===== config.mk =====
export PLATFORM = sky130hd
export DESIGN_NAME = es_stack_ctrl
export DESIGN_NICKNAME = d
export VERILOG_FILES = /design/src/rtl/es_stack_ctrl.sv
export SDC_FILE = /design/constraint.sdc
export NUM_CORES = 1
export LEC_CHECK = 0
export ABC_AREA = 0
export BUFFER_PORTS_ARGS = -buffer_cell sky130_fd_sc_hd__buf_2
export CORE_MARGIN = 10
export CORE_UTILIZATION = 53
export CTS_BUF_LIST = sky130_fd_sc_hd__clkbuf_2
export DETAILED_ROUTE_END_ITERATION = 8
export PLACE_DENSITY = 0.92
export SKIP_LAST_GASP = 1
export SLEW_MARGIN = 20
export SYNTH_ARGS = -nofsm -noshare
export SYNTH_HDL_FRONTEND = slang
export SYNTH_SLANG_ARGS = --single-unit

===== constraint.sdc =====
create_clock -name clk -period 4.74 [get_ports clk]
set_clock_uncertainty 0.05 [all_clocks]
set_input_delay 0.237 -clock clk [delete_from_list [all_inputs] [get_ports clk]]
set_output_delay 0.237 -clock clk [all_outputs]
set_load 0.05 [all_outputs]

===== src/rtl/es_stack_ctrl.sv =====
// Request sequencer for an external hardware stack: checks capacity, issues one-cycle stack commands, tracks depth.
// Optional ADD op (POP2 then PUSH of the sum) is built when ES_STACK_CTRL_ADD_EN is defined.
`timescale 1ns/1ps
module es_stack_ctrl (
  input  logic        clk,
  input  logic        reset,
  input  logic        req_valid,
  output logic        req_ready,
  input  logic [2:0]  req_op,
  input  logic [1:0]  req_arg,
  input  logic [15:0] req_data,
  input  logic [15:0] es_outA,
  input  logic [15:0] es_outB,
  output logic        es_act,
  output logic [1:0]  es_op,
  output logic        es_pop_num,
  output logic [1:0]  es_dup_num,
  output logic [15:0] es_push_val,
  output logic        done,
  output logic        err,
  output logic [1:0]  err_code,
  input  logic        err_clr,
  output logic [5:0]  depth
);

  localparam int unsigned DW      = 16;
  localparam int unsigned DEPTH_W = 6;
  localparam int unsigned CAP     = 32;

  localparam logic [2:0] OP_PUSH = 3'd0;
  localparam logic [2:0] OP_POP  = 3'd1;
  localparam logic [2:0] OP_DUP  = 3'd2;
  localparam logic [2:0] OP_SWAP = 3'd3;
  localparam logic [2:0] OP_ADD  = 3'd4;

  localparam logic [1:0] ES_PUSH = 2'd0;
  localparam logic [1:0] ES_POP  = 2'd1;
  localparam logic [1:0] ES_DUP  = 2'd2;
  localparam logic [1:0] ES_SWAP = 2'd3;

  localparam logic [1:0] ERR_OVF = 2'd1;
  localparam logic [1:0] ERR_UNF = 2'd2;
  localparam logic [1:0] ERR_ILL = 2'd3;

  typedef enum logic [1:0] {
    IDLE   = 2'd0,
    ISSUE  = 2'd1,
`ifdef ES_STACK_CTRL_ADD_EN
    ISSUE2 = 2'd2,
`endif
    DONE   = 2'd3
  } state_t;

  state_t state_q, state_d;

  logic               legal_c;
  logic [1:0]         code_c;
  logic               accept_c;
  logic               act_d, pop_d, done_d, ready_d;
  logic [1:0]         op_d, dup_d;
  logic [DW-1:0]      pv_d;

`ifdef ES_STACK_CTRL_ADD_EN
  logic [DW-1:0]      sum_q;
  logic               add_q;
`else
  logic               unused_outs;
  assign unused_outs = ^{es_outA, es_outB};
`endif

  assign accept_c = (state_q == IDLE) && req_valid;

  // Legality of the presented request against the current shadow depth
  always_comb begin
    legal_c = 1'b0;
    code_c  = ERR_ILL;
    case (req_op)
      OP_PUSH: if (depth < DEPTH_W'(CAP)) legal_c = 1'b1; else code_c = ERR_OVF;
      OP_POP:  if (depth >= (req_arg[0] ? 6'd2 : 6'd1)) legal_c = 1'b1; else code_c = ERR_UNF;
      OP_DUP: begin
        if (depth <= DEPTH_W'(req_arg))              code_c  = ERR_UNF;
        else if (depth > 6'd31 - DEPTH_W'(req_arg))  code_c  = ERR_OVF;
        else                                         legal_c = 1'b1;
      end
      OP_SWAP: if (depth >= 6'd2) legal_c = 1'b1; else code_c = ERR_UNF;
`ifdef ES_STACK_CTRL_ADD_EN
      OP_ADD:  if (depth >= 6'd2) legal_c = 1'b1; else code_c = ERR_UNF;
`endif
      default: code_c = ERR_ILL;
    endcase
  end

  always_ff @(posedge clk or negedge reset) begin
    if (!reset) state_q <= IDLE;
    else        state_q <= state_d;
  end

  always_comb begin
    state_d = state_q;
    case (state_q)
      IDLE:   if (req_valid) state_d = legal_c ? ISSUE : DONE;
`ifdef ES_STACK_CTRL_ADD_EN
      ISSUE:  state_d = add_q ? ISSUE2 : DONE;
      ISSUE2: state_d = DONE;
`else
      ISSUE:  state_d = DONE;
`endif
      DONE:   state_d = IDLE;
      default: state_d = IDLE;
    endcase
  end

  // Next values of the registered outputs, aligned with the state they belong to
  always_comb begin
    act_d   = 1'b0;
    op_d    = es_op;
    pop_d   = es_pop_num;
    dup_d   = es_dup_num;
    pv_d    = es_push_val;
    done_d  = (state_d == DONE);
    ready_d = (state_d == IDLE);
    if (state_q == IDLE && state_d == ISSUE) begin
      act_d = 1'b1;
      case (req_op)
        OP_PUSH: begin op_d = ES_PUSH; pv_d  = req_data;   end
        OP_POP:  begin op_d = ES_POP;  pop_d = req_arg[0]; end
        OP_DUP:  begin op_d = ES_DUP;  dup_d = req_arg;    end
        OP_SWAP: op_d = ES_SWAP;
        OP_ADD:  begin op_d = ES_POP;  pop_d = 1'b1;       end
        default: act_d = 1'b0;
      endcase
    end
`ifdef ES_STACK_CTRL_ADD_EN
    if (state_d == ISSUE2) begin
      act_d = 1'b1;
      op_d  = ES_PUSH;
      pv_d  = sum_q;
    end
`endif
  end

  always_ff @(posedge clk or negedge reset) begin
    if (!reset) begin
      es_act      <= 1'b0;
      es_op       <= 2'd0;
      es_pop_num  <= 1'b0;
      es_dup_num  <= 2'd0;
      es_push_val <= '0;
      done        <= 1'b0;
      req_ready   <= 1'b1;
    end else begin
      es_act      <= act_d;
      es_op       <= op_d;
      es_pop_num  <= pop_d;
      es_dup_num  <= dup_d;
      es_push_val <= pv_d;
      done        <= done_d;
      req_ready   <= ready_d;
    end
  end

`ifdef ES_STACK_CTRL_ADD_EN
  // Sum of the two top words, frozen at accept
  always_ff @(posedge clk or negedge reset) begin
    if (!reset) begin
      sum_q <= '0;
      add_q <= 1'b0;
    end else if (accept_c) begin
      sum_q <= es_outA + es_outB;
      add_q <= (req_op == OP_ADD);
    end
  end
`endif

  // Shadow depth follows each issued command at the edge ending its es_act cycle
  always_ff @(posedge clk or negedge reset) begin
    if (!reset) depth <= '0;
    else if (es_act) begin
      case (es_op)
        ES_PUSH: depth <= depth + 6'd1;
        ES_POP:  depth <= depth - (es_pop_num ? 6'd2 : 6'd1);
        ES_DUP:  depth <= depth + DEPTH_W'(es_dup_num) + 6'd1;
        default: depth <= depth;
      endcase
    end
  end

  // Sticky error; a fresh error beats a simultaneous clear
  always_ff @(posedge clk or negedge reset) begin
    if (!reset) begin
      err      <= 1'b0;
      err_code <= 2'd0;
    end else if (accept_c && !legal_c) begin
      err      <= 1'b1;
      err_code <= code_c;
    end else if (err_clr) begin
      err      <= 1'b0;
      err_code <= 2'd0;
    end
  end

endmodule

==> run metrics <==
clock-pin slew on the worst setup and hold paths 160 ps; Leakage 1.28 nW; TNS Setup 0 ps; combinational family with the most area after synthesis compound AO/OA/AOI/OAI gates; GRT overflow 0; xor/xnor share of the synthesized area 2.08%; maxcap violations 0; Slew headroom 49.6%; GPL Wtd Cong 0.920; unrepaired setup endpoints after global routing false; setup bufs post-CTS 0; final wirelength 4.95 mm; Worst Setup Path Type reg -> reg; Synth Area in Adders 9.04%; crit path launch type register; slowest cell delay on critical path 470 ps; ANT nets after route 0; sequential area share after synthesis 41.7%; Post-synth EDFFs 0; die height 83.0 um; Fmax achieved 412 MHz; CP max-delay cell dfrtp_1; first-pass GRT wire length 8.07 mm; Post-Syn Nets 266; 1st-iter DRT viols 71; post-DR wirelength/cell 15.8 um; initial core utilization 56.2%; library cells used by synthesis 50; CTS sink cnt 35; CTS tree built; Clock Path Buffers 2; # rows 22; routed vias/inst 5.45; clk root buf clkbuf_2; drt pass-1 iters 5; PD cells 744 nW/um^2; Die Footprint 6890 um^2; via count 1,706; async set-reset flop share out of synthesis 100%; min Tclk post-route 2420 ps; Worst EP required 5010 ps; Worst Hold Class in -> reg; yosys warns 0; largest net degree at the start of global routing 36; CP Capture Type register; fin util 68.1%; worst path cell trace inv_1 > nor2_1 > nand2_1 > ha_1 > inv_1 > fa_1 > a21o_1 > a21oi_1 > xnor2_1 > o22ai_1 > a21oi_1; FILL cells 299; synthesized area per cell 10.8 um^2; Synth Area in Simple Gates 13.8%; ys flop type dfrtp_1; total CTS buffers 5; post-synth top area cell dfrtp_1; Tot GR Track Use 14.0%; DP Area 2400 um^2; share of cells above drive strength 1 35.5%; port buffer count 57; period utilisation layout 51.1%; # DRC 0; status finished clean; share of the synthesized area in the top cell type 40.5%; main area contributors after synthesis dfrtp_1 (40%), mux2_2 (9.1%), ha_1 (7.1%), mux2i_1 (2.9%), inv_1 (2.9%); final hold violations 0; commonest non-fill, non-tap cells in the layout buf_2 (57), dfrtp_1 (34), mux2_2 (17), inv_1 (16), nand2_1 (15); core area 3740 um^2; peak fanout along the critical path 8; Power Total 1.90 mW; fin. max-slew vios 0; I/O pin cnt 90; post-synthesis compound-gate area fraction 15.8%; antenna diode count 0; critical path arrival 2690 ps; vias in the first global route 1,756; Final Cell Area 2550 um^2; initial antenna violation count 0; Final #Nets 335; synthesis-to-finish area growth 21.2%; clk_lat worst skew 380 ps; H-tree depth 2; commonest non-fill, non-tap cell in the layout buf_2; Max VDD drop 0.000528 V; Synth Instances 195; Synth Register Bits 35; Syn Std Cell Area 2100 um^2; Chip Width 83.0 um; Multi-input gate area 1120 um^2; Setup-failing EPs final 0; Worst Max-Slew Pin Slew 757 ps; mux contribution to synthesized area 12.5%; HPWL Detailed 3.80 mm; Seq. cell area 877 um^2
## stage by stage
stage | hold WS [ps] | setup slack [ps] | cells
6_report | 27.8 | 2320 | 313
3_5_place_dp | 304 | 2330 | 294
4_1_cts | 0.252 | 2310 | 308
5_1_grt | 0.877 | 2150 | 313
2_1_floorplan | -109 | 2120 | 195
3_3_place_gp | 305 | 2370 | 294
## cell type report
class                      instances  share of cell area, %
clock inverter                     2                  0.295
multi-input combinational        138                   43.9
inverter                          16                   2.36
clock buffer                       6                   1.18
timing repair buffer              68                   15.5
tap                               48                   2.36
sequential                        35                   34.4
## critical path, delay by kind of cell (launching register included)
| family | cells | cell delay, ps |
|---|---|---|
| compound gates | 4 | 600 |
| xor+xnor | 1 | 150 |
| fa+ha+maj | 2 | 580 |
| buf+inv | 2 | 270 |
| flops | 1 | 470 |
| simple gates | 2 | 240 |
## what timing repair did
item                      in CTS  in global routing
hold endpoints to repair      39                  5
resized for setup              0                  0
hold buffers                   6                  5
## Yosys cell counts (4+ instances only)
| cell type | n |
|---|---|
| inv_1 | 16 |
| mux2i_1 | 6 |
| dfrtp_1 | 34 |
| nor3_1 | 7 |
| o22ai_1 | 4 |
| nand2_1 | 15 |
| a21oi_1 | 8 |
| nand2b_1 | 4 |
| mux2_2 | 17 |
| ha_1 | 12 |
| xnor2_1 | 4 |
| nor2_1 | 10 |
| o21ai_0 | 7 |
| nor2b_1 | 5 |
## flip-flops by register name, summed over array words and instances (netlist names)
name,flops
es_dup_num,2
es_pop_num,1
es_op,2
err,1
state_q,2
es_act,1
es_push_val,16
err_code,2
done,1
req_ready,1
depth,6
## kinds of logic (layout without fill, tap and decap cells)
kind of cell / after synthesis / after routing
flip-flops: 35 / 35
XOR/XNOR: 5 / 5
AND/OR/NAND/NOR: 54 / 54
buffers and inverters: 22 / 92
AO/OA/AOI/OAI: 41 / 41
multiplexers: 24 / 24
adder cells (fa/ha/maj): 14 / 14
## power breakdown
part           leakage, nW  switching, mW  total, mW  internal (mW)
Clock               0.0281         0.0921      0.128         0.0354
Sequential           0.440          0.141      0.575          0.435
Combinational        0.813          0.815       1.19          0.378
Total                 1.28           1.05       1.90          0.848
## per-layer routing
| layer | wire, um | global-route usage [%] | vias to the layer above |
|---|---|---|---|
| met5 | 0 | 0 | - |
| met4 | 92 | 6.31 | 0 |
| met3 | 382 | 6.25 | 10 |
| met2 | 2490 | 23.1 | 61 |
| met1 | 1990 | 14.9 | 796 |
| li1 | - | - | 839 |
## worst paths after layout
check | from | to | slack, ps | cells after the start
min | req_data[14] | es_push_val[14]$_DFFE_PN0P_ | 30 | 2
min reg2reg | err$_DFFE_PN0P_ | err$_DFFE_PN0P_ | 460 | 1
max | es_op[0]$_DFFE_PN0P_ | depth[4]$_DFFE_PN0P_ | 2320 | 11
max in group asynchronous | reset | es_push_val[13]$_DFFE_PN0P_ | 3770 | 2
max reg2reg | es_op[0]$_DFFE_PN0P_ | depth[4]$_DFFE_PN0P_ | 2320 | 11
min in group asynchronous | reset | err$_DFFE_PN0P_ | 400 | 2
(Power assumes the default switching activity.)
